--- src/rtl/mandelbrot_pass_sched_pkg.sv ---
// mandelbrot_pass_sched_pkg: shared types and word layout for the frame pass scheduler
package mandelbrot_pass_sched_pkg;
    localparam int WORD_W = 104;
    localparam int PXVAL_LSB = 96;
    typedef enum logic [1:0] {S_IDLE, S_PASS, S_DRAIN, S_DONE} state_t;
    // Pixel-state word, MSB first: PXVAL 103:96, X 95:64, Y 63:32, ITER 31:0
    typedef struct packed {
        logic [7:0]  pxval;
        logic [31:0] x;
        logic [31:0] y;
        logic [31:0] iter;
    } word_t;
endpackage

--- src/rtl/mandelbrot_pass_sched_skid_fifo.sv ---
// mandelbrot_pass_sched_skid_fifo: show-ahead buffer holding in-order state-read data
module mandelbrot_pass_sched_skid_fifo
    import mandelbrot_pass_sched_pkg::*;
#(
    parameter int DEPTH = 16
) (
    input  logic                    i_Clk,
    input  logic                    i_Rst_n,
    input  logic                    push,
    input  logic [WORD_W-1:0]       wdata,
    input  logic                    pop,
    output logic [WORD_W-1:0]       rdata,
    output logic [$clog2(DEPTH):0]  count
);
    localparam int AW = $clog2(DEPTH);
    logic [WORD_W-1:0] mem [DEPTH];
    logic [AW-1:0] wr_ptr, rd_ptr;
    assign rdata = mem[rd_ptr];
    always_ff @(posedge i_Clk) begin
        if (push) mem[wr_ptr] <= wdata;
    end
    always_ff @(posedge i_Clk or negedge i_Rst_n) begin
        if (!i_Rst_n) begin
            wr_ptr <= '0;
            rd_ptr <= '0;
            count  <= '0;
        end else begin
            wr_ptr <= wr_ptr + AW'(push);
            rd_ptr <= rd_ptr + AW'(pop);
            count  <= count + (AW+1)'(push) - (AW+1)'(pop);
        end
    end
endmodule

--- src/rtl/mandelbrot_pass_sched.sv ---
// mandelbrot_pass_sched: streams every pixel word through the math FIFOs for MAX_ITER passes per frame
module mandelbrot_pass_sched
    import mandelbrot_pass_sched_pkg::*;
#(
    parameter int H_ACTIVE   = 800,
    parameter int V_ACTIVE   = 480,
    parameter int MAX_ITER   = 64,
    parameter int ADDR_W     = 19,
    parameter int RD_CREDITS = 16
) (
    input  logic              i_Clk,
    input  logic              i_Rst_n,
    input  logic              i_Start,
    input  logic [1:0]        i_Draw,
    output logic [1:0]        o_Draw,
    output logic              o_Busy,
    output logic              o_Frame_Done,
    output logic [7:0]        o_Pass,
    output logic [WORD_W-1:0] o_Feed_Data,
    output logic              o_Feed_Wrreq,
    input  logic              i_Feed_Full,
    input  logic [WORD_W-1:0] i_Ret_Data,
    input  logic              i_Ret_Empty,
    output logic              o_Ret_Ack,
    output logic              o_Mem_Rd_Req,
    output logic [ADDR_W-1:0] o_Mem_Rd_Addr,
    input  logic              i_Mem_Rd_Ready,
    input  logic              i_Mem_Rd_Valid,
    input  logic [WORD_W-1:0] i_Mem_Rd_Data,
    output logic              o_Mem_Wr_Req,
    output logic [ADDR_W-1:0] o_Mem_Wr_Addr,
    output logic [WORD_W-1:0] o_Mem_Wr_Data,
    input  logic              i_Mem_Wr_Ready,
    output logic              o_Fb_Wr,
    output logic [ADDR_W-1:0] o_Fb_Addr,
    output logic [7:0]        o_Fb_Data,
    input  logic              i_Fb_Ready
);
    localparam int N  = H_ACTIVE * V_ACTIVE;
    localparam int CW = ADDR_W + 1;
    localparam int KW = $clog2(RD_CREDITS) + 1;
    state_t state;
    logic [CW-1:0] rd_cnt, feed_cnt, ret_cnt, feed_nxt, ret_nxt;
    logic [KW-1:0] inflight, skid_cnt;
    logic [WORD_W-1:0] skid_head;
    logic first, last, moving, feed_wr, rd_fire, ret_ok, ret_ack;
    assign first    = o_Pass == 8'd0;
    assign last     = o_Pass == 8'(MAX_ITER - 1);
    assign moving   = state == S_PASS || state == S_DRAIN;
    assign feed_wr  = state == S_PASS && feed_cnt < CW'(N) && !i_Feed_Full && (first || skid_cnt != '0);
    // Credits cover both requests in flight and words already parked in the skid FIFO
    assign o_Mem_Rd_Req  = state == S_PASS && !first && rd_cnt < CW'(N)
                           && (KW+1)'(inflight) + (KW+1)'(skid_cnt) < (KW+1)'(RD_CREDITS);
    assign rd_fire       = o_Mem_Rd_Req && i_Mem_Rd_Ready;
    assign o_Mem_Rd_Addr = o_Mem_Rd_Req ? rd_cnt[ADDR_W-1:0] : '0;
    assign o_Feed_Wrreq  = feed_wr;
    assign o_Feed_Data   = feed_wr && !first ? skid_head : '0;
    assign ret_ok        = moving && !i_Ret_Empty && ret_cnt < CW'(N);
    assign ret_ack       = ret_ok && (last ? i_Fb_Ready : i_Mem_Wr_Ready);
    assign o_Ret_Ack     = ret_ack;
    assign o_Mem_Wr_Req  = ret_ok && !last;
    assign o_Mem_Wr_Addr = o_Mem_Wr_Req ? ret_cnt[ADDR_W-1:0] : '0;
    assign o_Mem_Wr_Data = o_Mem_Wr_Req ? i_Ret_Data : '0;
    assign o_Fb_Wr       = ret_ok && last;
    assign o_Fb_Addr     = o_Fb_Wr ? ret_cnt[ADDR_W-1:0] : '0;
    assign o_Fb_Data     = o_Fb_Wr ? i_Ret_Data[PXVAL_LSB +: 8] : '0;
    assign feed_nxt      = feed_cnt + CW'(feed_wr);
    assign ret_nxt       = ret_cnt + CW'(ret_ack);
    mandelbrot_pass_sched_skid_fifo #(.DEPTH(RD_CREDITS)) u_skid (
        .i_Clk   (i_Clk),
        .i_Rst_n (i_Rst_n),
        .push    (i_Mem_Rd_Valid),
        .wdata   (i_Mem_Rd_Data),
        .pop     (feed_wr && !first),
        .rdata   (skid_head),
        .count   (skid_cnt)
    );
    always_ff @(posedge i_Clk or negedge i_Rst_n) begin
        if (!i_Rst_n) begin
            state        <= S_IDLE;
            o_Draw       <= '0;
            o_Pass       <= '0;
            o_Busy       <= 1'b0;
            o_Frame_Done <= 1'b0;
            rd_cnt       <= '0;
            feed_cnt     <= '0;
            ret_cnt      <= '0;
            inflight     <= '0;
        end else begin
            rd_cnt       <= rd_cnt + CW'(rd_fire);
            feed_cnt     <= feed_nxt;
            ret_cnt      <= ret_nxt;
            inflight     <= inflight + KW'(rd_fire) - KW'(i_Mem_Rd_Valid);
            o_Frame_Done <= 1'b0;
            case (state)
                S_IDLE: if (i_Start) begin
                    state    <= S_PASS;
                    o_Busy   <= 1'b1;
                    o_Draw   <= i_Draw;
                    o_Pass   <= '0;
                    rd_cnt   <= '0;
                    feed_cnt <= '0;
                    ret_cnt  <= '0;
                end
                S_PASS: if (feed_nxt == CW'(N)) state <= S_DRAIN;
                // Next pass starts only after the last write of this one is accepted
                S_DRAIN: if (ret_nxt == CW'(N)) begin
                    if (last) begin
                        state        <= S_DONE;
                        o_Frame_Done <= 1'b1;
                    end else begin
                        state    <= S_PASS;
                        o_Pass   <= o_Pass + 8'd1;
                        rd_cnt   <= '0;
                        feed_cnt <= '0;
                        ret_cnt  <= '0;
                    end
                end
                default: begin
                    state  <= S_IDLE;
                    o_Busy <= 1'b0;
                end
            endcase
        end
    end
endmodule

--- config.mk ---
export PLATFORM = sky130hd
export DESIGN_NAME = mandelbrot_pass_sched
export DESIGN_NICKNAME = d
export VERILOG_FILES = /design/src/rtl/mandelbrot_pass_sched_pkg.sv /design/src/rtl/mandelbrot_pass_sched_skid_fifo.sv /design/src/rtl/mandelbrot_pass_sched.sv
export SDC_FILE = /design/constraint.sdc
export NUM_CORES = 1
export LEC_CHECK = 0
export CORE_ASPECT_RATIO = 0.5
export CORE_UTILIZATION = 35
export DETAILED_ROUTE_END_ITERATION = 10
export PLACE_DENSITY = 0.57
export SETUP_SLACK_MARGIN = 0.02
export SYNTH_ARGS = -nofsm -noshare
export SYNTH_HDL_FRONTEND = slang
export SYNTH_SLANG_ARGS = --single-unit
--- constraint.sdc ---
create_clock -name i_Clk -period 10.7 [get_ports i_Clk]
set_input_delay 2.14 -clock i_Clk [delete_from_list [all_inputs] [get_ports i_Clk]]
set_output_delay 2.14 -clock i_Clk [all_outputs]
set_load 0.01 [all_outputs]
==> run_results.csv <==
group,metric,value,unit
routing,drt_first_pass_iters,5,
global_routing,first_global_vias,38710,
global_routing,number_of_antenna_violations_at_the_first_check_in_global_routing,26,
power,power.net_switching,3.634,mW
floorplan,fp.dieH,318.2,µm
logic_synthesis,synth.avg_cell_area,18.05,µm²
logic_synthesis,synthesis.yosys.warnings,0,
power,power.clock.fraction,36.8,%
logic_synthesis,ys_seq_area_share,74.67,%
global_routing,grt_util_all_layers,18.65,%
floorplan,initial_core_util,35.41,%
logic_synthesis,synth_cell_types,61,
clocking,cts-buffers-inserted,170,
logic_synthesis,synth_top_flop_cell,"edfxtp_1",
setup_path,worstPathArrival,5.36,ns
clocking,ctsHtreeMaxLevel,4,
setup_path,cp_cell_sequence,"nand2b_4, buf_4, buf_4, o21ai_0, o22ai_1, a211oi_1, clkdlybuf4s50_1",
logic_synthesis,netlist_instances,3878,
timing,hold_viol_final,0,
placement,hpwl,108100,µm
logic_synthesis,syn_nets,4130,
timing,unrepaired_setup_endpoints_after_global_routing,"no",
timing,min_period,7.502,ns
timing,final_max_slew_viol_count,0,
setup_path,crit_buf_inv,3,
routing,detailroute.via_count,38100,
timing,fin_worst_skew,0.03841,ns
logic_synthesis,post_synth_instance_area,0.07000,mm²
timing,timing.hold.ws,0.5143,ns
routing,detail_route.vias_per_cell,5.310,
setup_path,critPathRequiredTime,8.56,ns
floorplan,count_of_boundary_i_o_pins,509,
placement,gp_routability_congestion,0.8174,
floorplan,core_area,0.1977,mm²
status,status,"finished clean",
clocking,cts_max_path_buffers,4,
routing,top_layer,"met5",
setup_path,critical_setup_path_class,"register to primary output",
clocking,clock_latency,0.82,ns
timing,tightestPinTransition,1.203,ns
global_routing,grt_first_pass_wirelength,274300,µm
logic_synthesis,post_synth_main_area_contributors,"edfxtp_1, mux4_2, mux2i_1",
timing,fin_tns_setup,0,ns
cells_and_area,multi_input_comb_area,0.01687,mm²
power,power_density_over_cell_area,186.5,mW/mm²
routing,drc,0,
setup_path,slowest_delay,0.95,ns
routing,met1Wirelength,79020,µm
power,power.leakage,25.30,nW
power,netSwitchingFraction,23.33,%
floorplan,design.die.area,0.2019,mm²
setup_path,path_common_cell,"buf_4",
floorplan,die_width,634.5,µm
min_path,hold_path_class,"register to register",
power,power_report.internal_total,11.94,mW
logic_synthesis,synth.ff_latch_count,1756,
clocking,cts_root_buf,"clkbuf_16",
setup_path,cpMaxStageDelayCell,"dfrtp_4",
global_routing,largest_net_degree_at_the_start_of_global_routing,134,
clocking,clock_sink_count,1756,
routing,dr.first_iter.drc_count,3056,
routing,wl_met2,100100,µm
routing,route.antenna.remaining_nets,0,
cells_and_area,final_core_util,42.24,%
cells_and_area,synthToLayoutAreaGrowth,19.31,%
global_routing,global_route.overflow_total,0,
setup_path,timing.critical_path.fanout_max,53,
routing,wl_met3,9290,µm
cells_and_area,regArea,0.05229,mm²
timing,finalSetupViolCount,0,
logic_synthesis,leading_cell_types_by_count_after_synthesis,"edfxtp_1, mux2i_1, mux4_2",
power,share_comb_of_total_power,8.8,%
logic_synthesis,edff_count_synth,1664,
timing,max_freq,0.1333,GHz
placement,placement.io_buffers,508,
logic_synthesis,synth.largest_area_cell,"edfxtp_1",
power,ir_drop,0.1233,mV
routing,wl_per_cell,26.94,µm
routing,drt_wl_total,193300,µm
timing,maxSlewHeadroom,19.83,%
setup_path,timing.critical_path.to_type,"primary output",
power,seq_pwr_share,54.4,%
clocking,clock_pin_slew_of_the_registers_on_the_worst_case_setup_and_hold_paths,0.06,ns
floorplan,placement_rows,115,
logic_synthesis,top_count_cell_post_synth,"edfxtp_1",
run,maxCapViolations,0,
setup_path,path_delay_family,"buffers and inverters",
cells_and_area,drive_gt1_share,14.12,%
cells_and_area,n_fill_cell,17310,
setup_path,startpoint_type,"register",
logic_synthesis,synth_largest_type_area_fraction,71.38,%
clocking,cts_tree,"yes",
clocking,post-cts-setup-buffer-count,0,
clocking,hold_bufs_at_cts,0,
cells_and_area,final_nets,4654,
clocking,postCtsResizedCells,0,
logic_synthesis,fraction_of_synthesis_flops_using_an_asynchronous_set_or_reset_pin,5.239,%
timing,finalCritPeriodShare,70.11,%
-- worst reg2reg max path: stages (launching register included) --
cell and delay [ns]:
dfrtp_1 0.46, ha_1 0.23, and3_1 0.21, nand3_1 0.14
nor3_2 0.13, buf_4 0.24, mux2i_1 0.21, nor2_1 0.08
ha_1 0.27, ha_1 0.30, nor4b_1 0.43, nand2_1 0.12
a2bb2oi_1 0.17, a2111oi_0 0.42, nand4b_1 0.35, or2_1 0.42
a21oi_4 0.17, buf_4 0.56, nor2_1 0.15
-- layer usage --
| layer | up-vias | track usage [%] |
|---|---|---|
| met5 | - | 0 |
| met4 | 16 | 5.705 |
| met3 | 282 | 2.907 |
| met2 | 1065 | 33.13 |
| met1 | 20050 | 23.37 |
| li1 | 16690 | - |
-- power by group through the flow --
stage                     sequential (mW)  clock [mW]  combinational (mW)
after global routing                 8.52        6.11                1.48
after CTS                            8.47        5.85                1.40
after floorplan                      8.67           0               0.651
after global placement               8.58           0                1.37
final                                8.47        5.73                1.38
after detailed placement             8.62           0                1.40
-- state kept, by name, indices dropped and copies added (netlist names) --
register and count:
u_skid.count 5, u_skid.mem 1664, u_skid.rd_ptr 4, inflight 5
o_Busy 1, state 2, feed_cnt 20, o_Frame_Done 1
u_skid.wr_ptr 4, ret_cnt 20, o_Draw 2, rd_cnt 20
o_Pass 8
-- cell type report --
class	instances	area share, %
sequential	1756	62.60
clock buffer	216	5.464
antenna	19	0.05693
clock inverter	79	0.7356
tap	2632	3.943
multi-input combinational	1862	20.20
inverter	32	0.1438
timing repair buffer	580	6.853
-- cell families (layout without fill, tap and decap cells) --
family,Yosys count,count (layout),synth area share (%)
flip-flops,1756,1756,74.67
AO/OA/AOI/OAI,586,586,5.486
multiplexers,631,631,12.93
other,0,19,0
adder cells (fa/ha/maj),33,33,0.6113
AND/OR/NAND/NOR,549,549,4.061
buffers and inverters,260,907,1.448
XOR/XNOR,63,63,0.7883
-- cells in the final DEF, fill, tap and decap left out, types with 17 or more instances in the layout --
master,netlist,layout
dfrtp_1,92,88
xor2_1,29,29
clkinv_2,0,23
inv_1,32,32
nand3_1,29,29
nor2_1,91,78
ha_1,31,31
a211oi_1,105,105
mux2i_1,316,316
clkbuf_1,153,38
and3_1,17,17
nor3_1,22,17
mux2_2,107,107
o21ai_0,116,116
clkinv_1,0,40
a21oi_1,118,118
nand2_1,146,144
edfxtp_1,1664,1664
clkdlybuf4s50_1,0,507
mux4_2,208,208
and2_1,171,170
xnor2_1,34,34
clkbuf_16,0,175
o22ai_1,104,104
buf_4,6,65
o221ai_1,104,104
nand4_1,17,17
diode_2,0,19
-- per-stage QoR --
step / power [mW] / setup WS [ns] / cell area (µm²) / std cells
floorplan: 9.317 / 0.3470 / 70000 / 3878
global placement: 9.949 / 3.415 / 78290 / 6862
detailed placement: 10.02 / 3.340 / 78290 / 6862
CTS: 15.73 / 3.161 / 83470 / 7157
global route: 16.11 / 3.059 / 83510 / 7174
finish: 15.58 / 3.198 / 83520 / 7176
-- worst paths after layout --
check                                             end  slack [ns]  cells after the start                       start
setup reg to reg                 rd_cnt[16]$_DFF_PN0_        5.48                     18       o_Pass[1]$_DFFE_PN0P_
hold / removal                  o_Draw[1]$_DFFE_PN0P_        0.51                      1       o_Draw[1]$_DFFE_PN0P_
max in group asynchronous  u_skid.rd_ptr[2]$_DFF_PN0_        8.02                      2                     i_Rst_n
hold reg to reg                 o_Draw[1]$_DFFE_PN0P_        0.51                      1       o_Draw[1]$_DFFE_PN0P_
min in group asynchronous       o_Draw[1]$_DFFE_PN0P_        1.31                      1                     i_Rst_n
setup / recovery                      o_Feed_Data[38]        3.20                      7  u_skid.rd_ptr[1]$_DFF_PN0_
No activity file was read; power rests on OpenSTA's default activity.
